===== config.mk =====
export PLATFORM = sky130hd
export DESIGN_NAME = eth_axis_rx_core_flat
export DESIGN_NICKNAME = d
export VERILOG_FILES = /design/src/rtl/eth_axis_rx_core_if.sv /design/src/rtl/eth_axis_rx_core.sv /design/src/flat_wrapper.sv
export SDC_FILE = /design/constraint.sdc
export NUM_CORES = 1
export LEC_CHECK = 0
export BUFFER_PORTS_ARGS = -buffer_cell sky130_fd_sc_hd__buf_2
export CORE_UTILIZATION = 40
export CTS_BUF_LIST = sky130_fd_sc_hd__clkbuf_4 sky130_fd_sc_hd__clkbuf_8
export CTS_CLUSTER_SIZE = 14
export DETAILED_ROUTE_END_ITERATION = 8
export GPL_ROUTABILITY_DRIVEN = 0
export PLACE_DENSITY = 0.6
export SLEW_MARGIN = 40
export SYNTH_ARGS = -nofsm -noshare
export SYNTH_HDL_FRONTEND = slang
export SYNTH_SLANG_ARGS = --single-unit

===== constraint.sdc =====
create_clock -name clk -period 1.65 [get_ports clk]
set_input_delay 0.0825 -clock clk [delete_from_list [all_inputs] [get_ports clk]]
set_output_delay 0.0825 -clock clk [all_outputs]
set_load 0.03 [all_outputs]

===== src/rtl/eth_axis_rx_core_if.sv =====
// Purpose : byte-stream and Ethernet-header channel bundles used by eth_axis_rx_core.
// Latency : none (wires only).
// Backpressure: tready / ready driven by the consumer side of each modport.
// Ports   : eth_axis_rx_core_if = AXI-Stream beat (tdata/tkeep/tvalid/tready/tlast/tuser);
//           eth_hdr_if = parsed header (valid/ready, dest_mac, src_mac, eth_type).

interface eth_axis_rx_core_if #(
  parameter int DATA_WIDTH = 8,
  parameter int KEEP_WIDTH = DATA_WIDTH / 8
);
  logic [DATA_WIDTH-1:0] tdata;
  logic [KEEP_WIDTH-1:0] tkeep;
  logic                  tvalid;
  logic                  tready;
  logic                  tlast;
  logic                  tuser;

  modport master (output tdata, tkeep, tvalid, tlast, tuser, input tready);
  modport slave  (input tdata, tkeep, tvalid, tlast, tuser, output tready);
endinterface

interface eth_hdr_if;
  logic        valid;
  logic        ready;
  logic [47:0] dest_mac;
  logic [47:0] src_mac;
  logic [15:0] eth_type;

  modport master (output valid, dest_mac, src_mac, eth_type, input ready);
  modport slave  (input valid, dest_mac, src_mac, eth_type, output ready);
endinterface


===== src/rtl/eth_axis_rx_core.sv =====
// Purpose : strips the 14-byte Ethernet header off a byte stream into a header channel, forwards the payload.
// Latency : header valid 1 cycle after byte 13; each payload byte appears 1 cycle after acceptance.
// Backpressure: header stage stalls while a header is unaccepted; payload uses a 2-entry skid buffer.
// Ports   : clk, reset (sync, active-low); s_axis (slave stream in); m_eth_hdr (header out);
//           m_eth_payload_axis (master stream out); busy; error_header_early_termination (1-cycle pulse).

module eth_axis_rx_core #(
  parameter int DATA_WIDTH  = 8,
  parameter bit KEEP_ENABLE = (DATA_WIDTH > 8),
  parameter int KEEP_WIDTH  = DATA_WIDTH / 8
) (
  input  logic                      clk,
  input  logic                      reset,
  eth_axis_rx_core_if.slave         s_axis,
  eth_hdr_if.master                 m_eth_hdr,
  eth_axis_rx_core_if.master        m_eth_payload_axis,
  output logic                      busy,
  output logic                      error_header_early_termination
);

  if (DATA_WIDTH != 8) begin : g_width_check
    $error("eth_axis_rx_core supports DATA_WIDTH = 8 only");
  end

  typedef enum logic [1:0] {ST_IDLE, ST_HEADER, ST_PAYLOAD, ST_DROP} state_t;

  typedef struct packed {
    logic [DATA_WIDTH-1:0] dat;
    logic [KEEP_WIDTH-1:0] keep;
    logic                  last;
    logic                  user;
  } beat_t;

  state_t      state_q, state_d;
  logic [3:0]  ptr_q, ptr_d;
  logic [47:0] dest_q, dest_d, src_q, src_d;
  logic [15:0] type_q, type_d;
  logic        hdr_vld_q, hdr_vld_d;
  logic        busy_q, busy_d;
  logic        err_q, err_d;
  logic        run_q;               // low during reset, holds s_axis_tready off
  beat_t       out_q, out_d, tmp_q, tmp_d, in_beat;
  logic        out_vld_q, out_vld_d, tmp_vld_q, tmp_vld_d;
  logic        s_rdy, in_fire, pay_fire;

  always_comb begin
    state_d   = state_q;
    ptr_d     = ptr_q;
    dest_d    = dest_q;
    src_d     = src_q;
    type_d    = type_q;
    hdr_vld_d = hdr_vld_q;
    busy_d    = busy_q;
    err_d     = 1'b0;
    out_d     = out_q;
    out_vld_d = out_vld_q;
    tmp_d     = tmp_q;
    tmp_vld_d = tmp_vld_q;
    s_rdy     = 1'b0;
    pay_fire  = 1'b0;

    in_beat.dat  = s_axis.tdata;
    in_beat.keep = s_axis.tkeep;
    in_beat.last = s_axis.tlast;
    in_beat.user = s_axis.tuser;

    if (hdr_vld_q && m_eth_hdr.ready) hdr_vld_d = 1'b0;

    // Header bytes wait for the previous header to drain; payload bytes only for skid space.
    case (state_q)
      ST_IDLE, ST_HEADER: s_rdy = run_q && !hdr_vld_q;
      ST_PAYLOAD:         s_rdy = run_q && !tmp_vld_q;
      default:            s_rdy = 1'b0;
    endcase
    in_fire = s_axis.tvalid && s_rdy;

    case (state_q)
      ST_IDLE, ST_HEADER: begin
        if (in_fire) begin
          busy_d = 1'b1;
          if (ptr_q < 4'd6)       dest_d = {dest_q[39:0], s_axis.tdata[7:0]};
          else if (ptr_q < 4'd12) src_d  = {src_q[39:0], s_axis.tdata[7:0]};
          else                    type_d = {type_q[7:0], s_axis.tdata[7:0]};
          if (s_axis.tlast) begin
            // Frame ended inside the header: flag it and drop the frame silently.
            err_d   = 1'b1;
            busy_d  = 1'b0;
            ptr_d   = 4'd0;
            state_d = ST_IDLE;
          end else if (ptr_q == 4'd13) begin
            hdr_vld_d = 1'b1;
            ptr_d     = 4'd0;
            state_d   = ST_PAYLOAD;
          end else begin
            ptr_d   = ptr_q + 4'd1;
            state_d = ST_HEADER;
          end
        end
      end
      ST_PAYLOAD: begin
        pay_fire = in_fire;
        if (in_fire && s_axis.tlast) begin
          busy_d  = 1'b0;
          state_d = ST_IDLE;
        end
      end
      default: state_d = ST_IDLE;
    endcase

    // Skid buffer: output register refills from temp first so byte order is kept.
    if (!out_vld_q || m_eth_payload_axis.tready) begin
      if (tmp_vld_q) begin
        out_d     = tmp_q;
        out_vld_d = 1'b1;
        tmp_vld_d = pay_fire;
        if (pay_fire) tmp_d = in_beat;
      end else begin
        out_vld_d = pay_fire;
        if (pay_fire) out_d = in_beat;
      end
    end else if (pay_fire) begin
      tmp_d     = in_beat;
      tmp_vld_d = 1'b1;
    end
  end

  always_ff @(posedge clk) begin
    if (!reset) begin
      state_q   <= ST_IDLE;
      ptr_q     <= 4'd0;
      dest_q    <= '0;
      src_q     <= '0;
      type_q    <= '0;
      hdr_vld_q <= 1'b0;
      busy_q    <= 1'b0;
      err_q     <= 1'b0;
      run_q     <= 1'b0;
      out_q     <= '0;
      out_vld_q <= 1'b0;
      tmp_q     <= '0;
      tmp_vld_q <= 1'b0;
    end else begin
      state_q   <= state_d;
      ptr_q     <= ptr_d;
      dest_q    <= dest_d;
      src_q     <= src_d;
      type_q    <= type_d;
      hdr_vld_q <= hdr_vld_d;
      busy_q    <= busy_d;
      err_q     <= err_d;
      run_q     <= 1'b1;
      out_q     <= out_d;
      out_vld_q <= out_vld_d;
      tmp_q     <= tmp_d;
      tmp_vld_q <= tmp_vld_d;
    end
  end

  assign s_axis.tready                  = s_rdy;
  assign m_eth_hdr.valid                = hdr_vld_q;
  assign m_eth_hdr.dest_mac             = dest_q;
  assign m_eth_hdr.src_mac              = src_q;
  assign m_eth_hdr.eth_type             = type_q;
  assign m_eth_payload_axis.tdata       = out_q.dat;
  assign m_eth_payload_axis.tkeep       = KEEP_ENABLE ? out_q.keep : {KEEP_WIDTH{1'b1}};
  assign m_eth_payload_axis.tvalid      = out_vld_q;
  assign m_eth_payload_axis.tlast       = out_q.last;
  assign m_eth_payload_axis.tuser       = out_q.user;
  assign busy                           = busy_q;
  assign error_header_early_termination = err_q;

endmodule


===== src/flat_wrapper.sv =====
// flat-port wrapper written by rule: the top's interface ports become plain ports
module eth_axis_rx_core_flat 
#(
  parameter int DATA_WIDTH  = 8,
  parameter bit KEEP_ENABLE = (DATA_WIDTH > 8),
  parameter int KEEP_WIDTH  = DATA_WIDTH / 8
)
  (clk, reset, busy, error_header_early_termination, s_axis_tdata, s_axis_tkeep, s_axis_tvalid, s_axis_tlast, s_axis_tuser, s_axis_tready, m_eth_hdr_valid, m_eth_hdr_dest_mac, m_eth_hdr_src_mac, m_eth_hdr_eth_type, m_eth_hdr_ready, m_eth_payload_axis_tdata, m_eth_payload_axis_tkeep, m_eth_payload_axis_tvalid, m_eth_payload_axis_tlast, m_eth_payload_axis_tuser, m_eth_payload_axis_tready);
  eth_axis_rx_core_if #(.DATA_WIDTH(DATA_WIDTH), .KEEP_WIDTH(KEEP_WIDTH)) s_axis_i ();
  eth_hdr_if m_eth_hdr_i ();
  eth_axis_rx_core_if #(.DATA_WIDTH(DATA_WIDTH), .KEEP_WIDTH(KEEP_WIDTH)) m_eth_payload_axis_i ();
  input  logic clk;
  input  logic reset;
  output logic busy;
  output logic error_header_early_termination;
  input wire logic [$bits(s_axis_i.tdata)-1:0] s_axis_tdata;
  input wire logic [$bits(s_axis_i.tkeep)-1:0] s_axis_tkeep;
  input wire logic [$bits(s_axis_i.tvalid)-1:0] s_axis_tvalid;
  input wire logic [$bits(s_axis_i.tlast)-1:0] s_axis_tlast;
  input wire logic [$bits(s_axis_i.tuser)-1:0] s_axis_tuser;
  output wire logic [$bits(s_axis_i.tready)-1:0] s_axis_tready;
  output wire logic [$bits(m_eth_hdr_i.valid)-1:0] m_eth_hdr_valid;
  output wire logic [$bits(m_eth_hdr_i.dest_mac)-1:0] m_eth_hdr_dest_mac;
  output wire logic [$bits(m_eth_hdr_i.src_mac)-1:0] m_eth_hdr_src_mac;
  output wire logic [$bits(m_eth_hdr_i.eth_type)-1:0] m_eth_hdr_eth_type;
  input wire logic [$bits(m_eth_hdr_i.ready)-1:0] m_eth_hdr_ready;
  output wire logic [$bits(m_eth_payload_axis_i.tdata)-1:0] m_eth_payload_axis_tdata;
  output wire logic [$bits(m_eth_payload_axis_i.tkeep)-1:0] m_eth_payload_axis_tkeep;
  output wire logic [$bits(m_eth_payload_axis_i.tvalid)-1:0] m_eth_payload_axis_tvalid;
  output wire logic [$bits(m_eth_payload_axis_i.tlast)-1:0] m_eth_payload_axis_tlast;
  output wire logic [$bits(m_eth_payload_axis_i.tuser)-1:0] m_eth_payload_axis_tuser;
  input wire logic [$bits(m_eth_payload_axis_i.tready)-1:0] m_eth_payload_axis_tready;
  assign s_axis_i.tdata = s_axis_tdata;
  assign s_axis_i.tkeep = s_axis_tkeep;
  assign s_axis_i.tvalid = s_axis_tvalid;
  assign s_axis_i.tlast = s_axis_tlast;
  assign s_axis_i.tuser = s_axis_tuser;
  assign s_axis_tready = s_axis_i.tready;
  assign m_eth_hdr_valid = m_eth_hdr_i.valid;
  assign m_eth_hdr_dest_mac = m_eth_hdr_i.dest_mac;
  assign m_eth_hdr_src_mac = m_eth_hdr_i.src_mac;
  assign m_eth_hdr_eth_type = m_eth_hdr_i.eth_type;
  assign m_eth_hdr_i.ready = m_eth_hdr_ready;
  assign m_eth_payload_axis_tdata = m_eth_payload_axis_i.tdata;
  assign m_eth_payload_axis_tkeep = m_eth_payload_axis_i.tkeep;
  assign m_eth_payload_axis_tvalid = m_eth_payload_axis_i.tvalid;
  assign m_eth_payload_axis_tlast = m_eth_payload_axis_i.tlast;
  assign m_eth_payload_axis_tuser = m_eth_payload_axis_i.tuser;
  assign m_eth_payload_axis_i.tready = m_eth_payload_axis_tready;
  eth_axis_rx_core #(.DATA_WIDTH(DATA_WIDTH), .KEEP_ENABLE(KEEP_ENABLE), .KEEP_WIDTH(KEEP_WIDTH)) u_core (.clk(clk), .reset(reset), .s_axis(s_axis_i), .m_eth_hdr(m_eth_hdr_i), .m_eth_payload_axis(m_eth_payload_axis_i), .busy(busy), .error_header_early_termination(error_header_early_termination));
endmodule

==> impl_metrics.env <==
export IMPL_status="complete, no violations"
export IMPL_initial_core_util=0.4167
export IMPL_period_share=0.9251
export IMPL_io_pins=144
export IMPL_end_kind="output port"
export IMPL_die_y_um=120.4
export IMPL_grt_pass1_wl_mm=22.76
export IMPL_crit_family="flip-flops"
export IMPL_yosys_area_share_adder=0
export IMPL_synthCells=609
export IMPL_hp_start="m_eth_payload_axis_tready"
export IMPL_grt_antenna_before_repair=0
export IMPL_clock_latency_ns=0.45
export IMPL_r2r_start="u_core.ptr_q[3]$_SDFFE_PN0P_"
export IMPL_area_growth_pct=25.62
export IMPL_fin_skew_ns=0.01062
export IMPL_cpPeakStageDelay_ns=0.33
export IMPL_synth_simple_area_share=0.1453
export IMPL_htreeDepth=4
export IMPL_synth_compound_area_share=0.1627
export IMPL_cap_viol_max_count=0
export IMPL_gr_usage_all_layers=0.1993
export IMPL_ant_nets=0
export IMPL_postCtsSetupBuffers=0
export IMPL_drc=0
export IMPL_hpwl_mm=9.555
export IMPL_finalPower_w=0.006337
export IMPL_synth_top_family_by_area="compound AO/OA/AOI/OAI gates"
export IMPL_n_antenna_cell=0
export IMPL_synth_seq_cells=144
export IMPL_slowest_stage="dfxtp_1"
export IMPL_cp_max_fo=6
export IMPL_cpMostUsedCell="buf_4"
export IMPL_relSlewSlack=0.6499
export IMPL_cts_clk_slew_worst_paths_ns=0.07
export IMPL_numPortBuffers=141
export IMPL_nNetsFinal=759
export IMPL_viasPerCell=5.247
export IMPL_hold_viol=0
export IMPL_fp_dieW_um=120.4
export IMPL_ir_worst_vdd_v=0.0004867
export IMPL_fin_ws_ns=0.1236
export IMPL_pre_cts_ws_ns=0.02632
export IMPL_synth_xor_area_frac=0
export IMPL_drt_iter0_drc=409
export IMPL_avgSynthCellArea_um2=9.204
export IMPL_drt_total_wl_mm=14.26
export IMPL_setup_worst_path_start_class="flip-flop"
export IMPL_cts_buffers=17
export IMPL_tightest_slew_ns=0.5221
export IMPL_dpl_cell_area_um2=6553
export IMPL_synth_area_mux_share=0.1214
export IMPL_ys_types=44
export IMPL_min_period_ns=1.526
export IMPL_postLayoutCoreUtil=0.5234
export IMPL_ys_async_sr_fraction=0
export IMPL_arrival_ns=1.44
export IMPL_cts_tree="done"
export IMPL_crit_chain="buf_4 > nor3b_4 > o21a_1 > buf_4"
export IMPL_hold_class="in -> reg"
export IMPL_synth_edf_count=0
export IMPL_fin_tns_setup_ns=0
export IMPL_rsz0062_at_grt="false"
export IMPL_powerDensity_nw_per_um2=899.9
export IMPL_synth_warnings=0
export IMPL_maxSlewViolCount=0
export IMPL_yosysSeqAreaShare=0.5143
export IMPL_nFillCells=1325
export IMPL_grt_pass1_vias=4435
export IMPL_coreArea_um2=13450
export IMPL_grt_max_degree=68
export IMPL_timing_critical_path_from="u_core.tmp_vld_q$_SDFFE_PN0P_"
export IMPL_layout_drive_gt1_share=0.2834
export IMPL_final_cell_area_um2=7042
export IMPL_synthesis_area_um2=5605
export IMPL_rows=42
export IMPL_timing_fmax_mhz=655.1
export IMPL_drt_pass1_iterations=5
export IMPL_leakagePower_nw=2.821
export IMPL_cts_sinks=144
export IMPL_clockBufferDepth=2
export IMPL_cp_required_ns=1.57
export IMPL_worstSetupPathType="reg -> out"
export IMPL_vias=4885
export IMPL_grt_overflow_total=0
export IMPL_crit_buf_inv=2
export IMPL_root_buffer="clkbuf_8"
export IMPL_syn_num_nets=625
export IMPL_post_drt_wl_per_cell_um=15.31
export IMPL_synth_flop_cell="dfxtp_1"
export IMPL_die_area_um2=14490
export IMPL_setup_viol=0
## layout make-up
cell class | count | area (um2) | share of cell area
clock buffers | 19 | 261.5 | 0.03714
well taps | 176 | 220.2 | 0.03127
flip-flops and latches | 144 | 2884 | 0.4096
clock inverters | 12 | 93.84 | 0.01333
repair buffers | 175 | 1110 | 0.1576
inverters | 4 | 15.01 | 0.002132
multi-input cells | 401 | 2457 | 0.3490
## tightest hold or removal path: stages
cell,delay (ns)
buf_2,0.07
nand2b_1,0.19
a31oi_1,0.12
## cells in the final DEF, fill, tap and decap left out, types with 4 or more instances in the layout
| cell | n |
|---|---|
| o21ai_0 | 61 |
| o21ai_1 | 4 |
| nand2_1 | 81 |
| buf_4 | 13 |
| clkinv_2 | 8 |
| buf_2 | 140 |
| o221a_2 | 10 |
| dlygate4sd3_1 | 12 |
| clkbuf_8 | 19 |
| buf_12 | 9 |
| mux2i_1 | 68 |
| a21oi_1 | 67 |
| nand3_1 | 67 |
| dfxtp_1 | 143 |
## where the power goes
| group | leakage (nW) | internal (W) | switching (W) |
|---|---|---|---|
| Combinational | 1.47 | 0.000100 | 0.000212 |
| Clock | 0.186 | 0.00124 | 0.00128 |
| Sequential | 1.16 | 0.00349 | 0.0000176 |
## timing repair
action	CTS	global route
hold endpoints to repair	38	0
hold buffers	12	0
endpoints found under the setup margin	0	65
resized for setup	0	5
## final timing paths
path / end / slack (ns) / depth (start not counted)
setup / recovery: s_axis_tready / 0.12 / 4
hold reg to reg: u_core.tmp_q[4]$_SDFFE_PN0P_ / 0.46 / 2
setup reg to reg: u_core.m_eth_hdr.eth_type[11]$_SDFFE_PN0P_ / 0.13 / 4
hold / removal: u_core.m_eth_payload_axis.tvalid$_SDFFE_PN0N_ / 0.08 / 3
## registers in the layout (all words and copies together) (netlist names)
signal / cells
u_core.busy: 1
u_core.m_eth_payload_axis.tvalid: 1
u_core.m_eth_hdr.valid: 1
u_core.m_eth_payload_axis.tdata: 8
u_core.m_eth_hdr.eth_type: 16
u_core.m_eth_hdr.dest_mac: 48
u_core.run_q: 1
u_core.tmp_q: 10
u_core.tmp_vld_q: 1
u_core.error_header_early_termination: 1
u_core.m_eth_hdr.src_mac: 48
u_core.state_q: 2
u_core.m_eth_payload_axis.tuser: 1
u_core.ptr_q: 4
u_core.m_eth_payload_axis.tlast: 1
## cell usage after synthesis, types with 2 or more instances
cell,instances,share of area
nor2_1,3,0.0020
nand2b_1,3,0.0033
nand4_1,2,0.0022
and2_1,2,0.0022
o211ai_1,2,0.0027
o21ai_1,4,0.0036
nor3_1,4,0.0036
buf_2,18,0.016
nand3_1,67,0.060
o221a_2,10,0.020
dfxtp_1,144,0.51
buf_4,5,0.0067
nand4b_1,2,0.0031
o21ai_0,61,0.054
nand2_1,81,0.054
mux2i_1,68,0.12
buf_8,2,0.0054
a21oi_1,68,0.061
buf_1,4,0.0027
a31oi_1,3,0.0033
nor2b_1,2,0.0022
clkbuf_1,30,0.020
inv_1,3,0.0020
## stage by stage
| step | instances | hold WS, ns |
|---|---|---|
| final | 931 | 0.07819 |
| after global routing | 931 | 0.09174 |
| after CTS | 931 | 0.06163 |
| after detailed placement | 888 | 0.3554 |
| after global placement | 888 | 0.3423 |
| after floorplan | 609 | 0.1102 |
## kinds of logic (layout without fill, tap and decap cells)
family	Yosys count	count (layout)
AO/OA/AOI/OAI	159	159
buffers and inverters	64	210
flip-flops	144	144
multiplexers	68	68
other	1	1
AND/OR/NAND/NOR	173	173
## per-layer routing
| metal | up-vias | GRT usage | part of all wire |
|---|---|---|---|
| li1 | 2432 | - | - |
| met1 | 2282 | 0.2664 | 0.46 |
| met2 | 150 | 0.3068 | 0.47 |
| met3 | 21 | 0.04906 | 0.059 |
| met4 | 0 | 0.08256 | 0.018 |
| met5 | - | 0 | 0 |
Power figures use the tool's default switching activity.
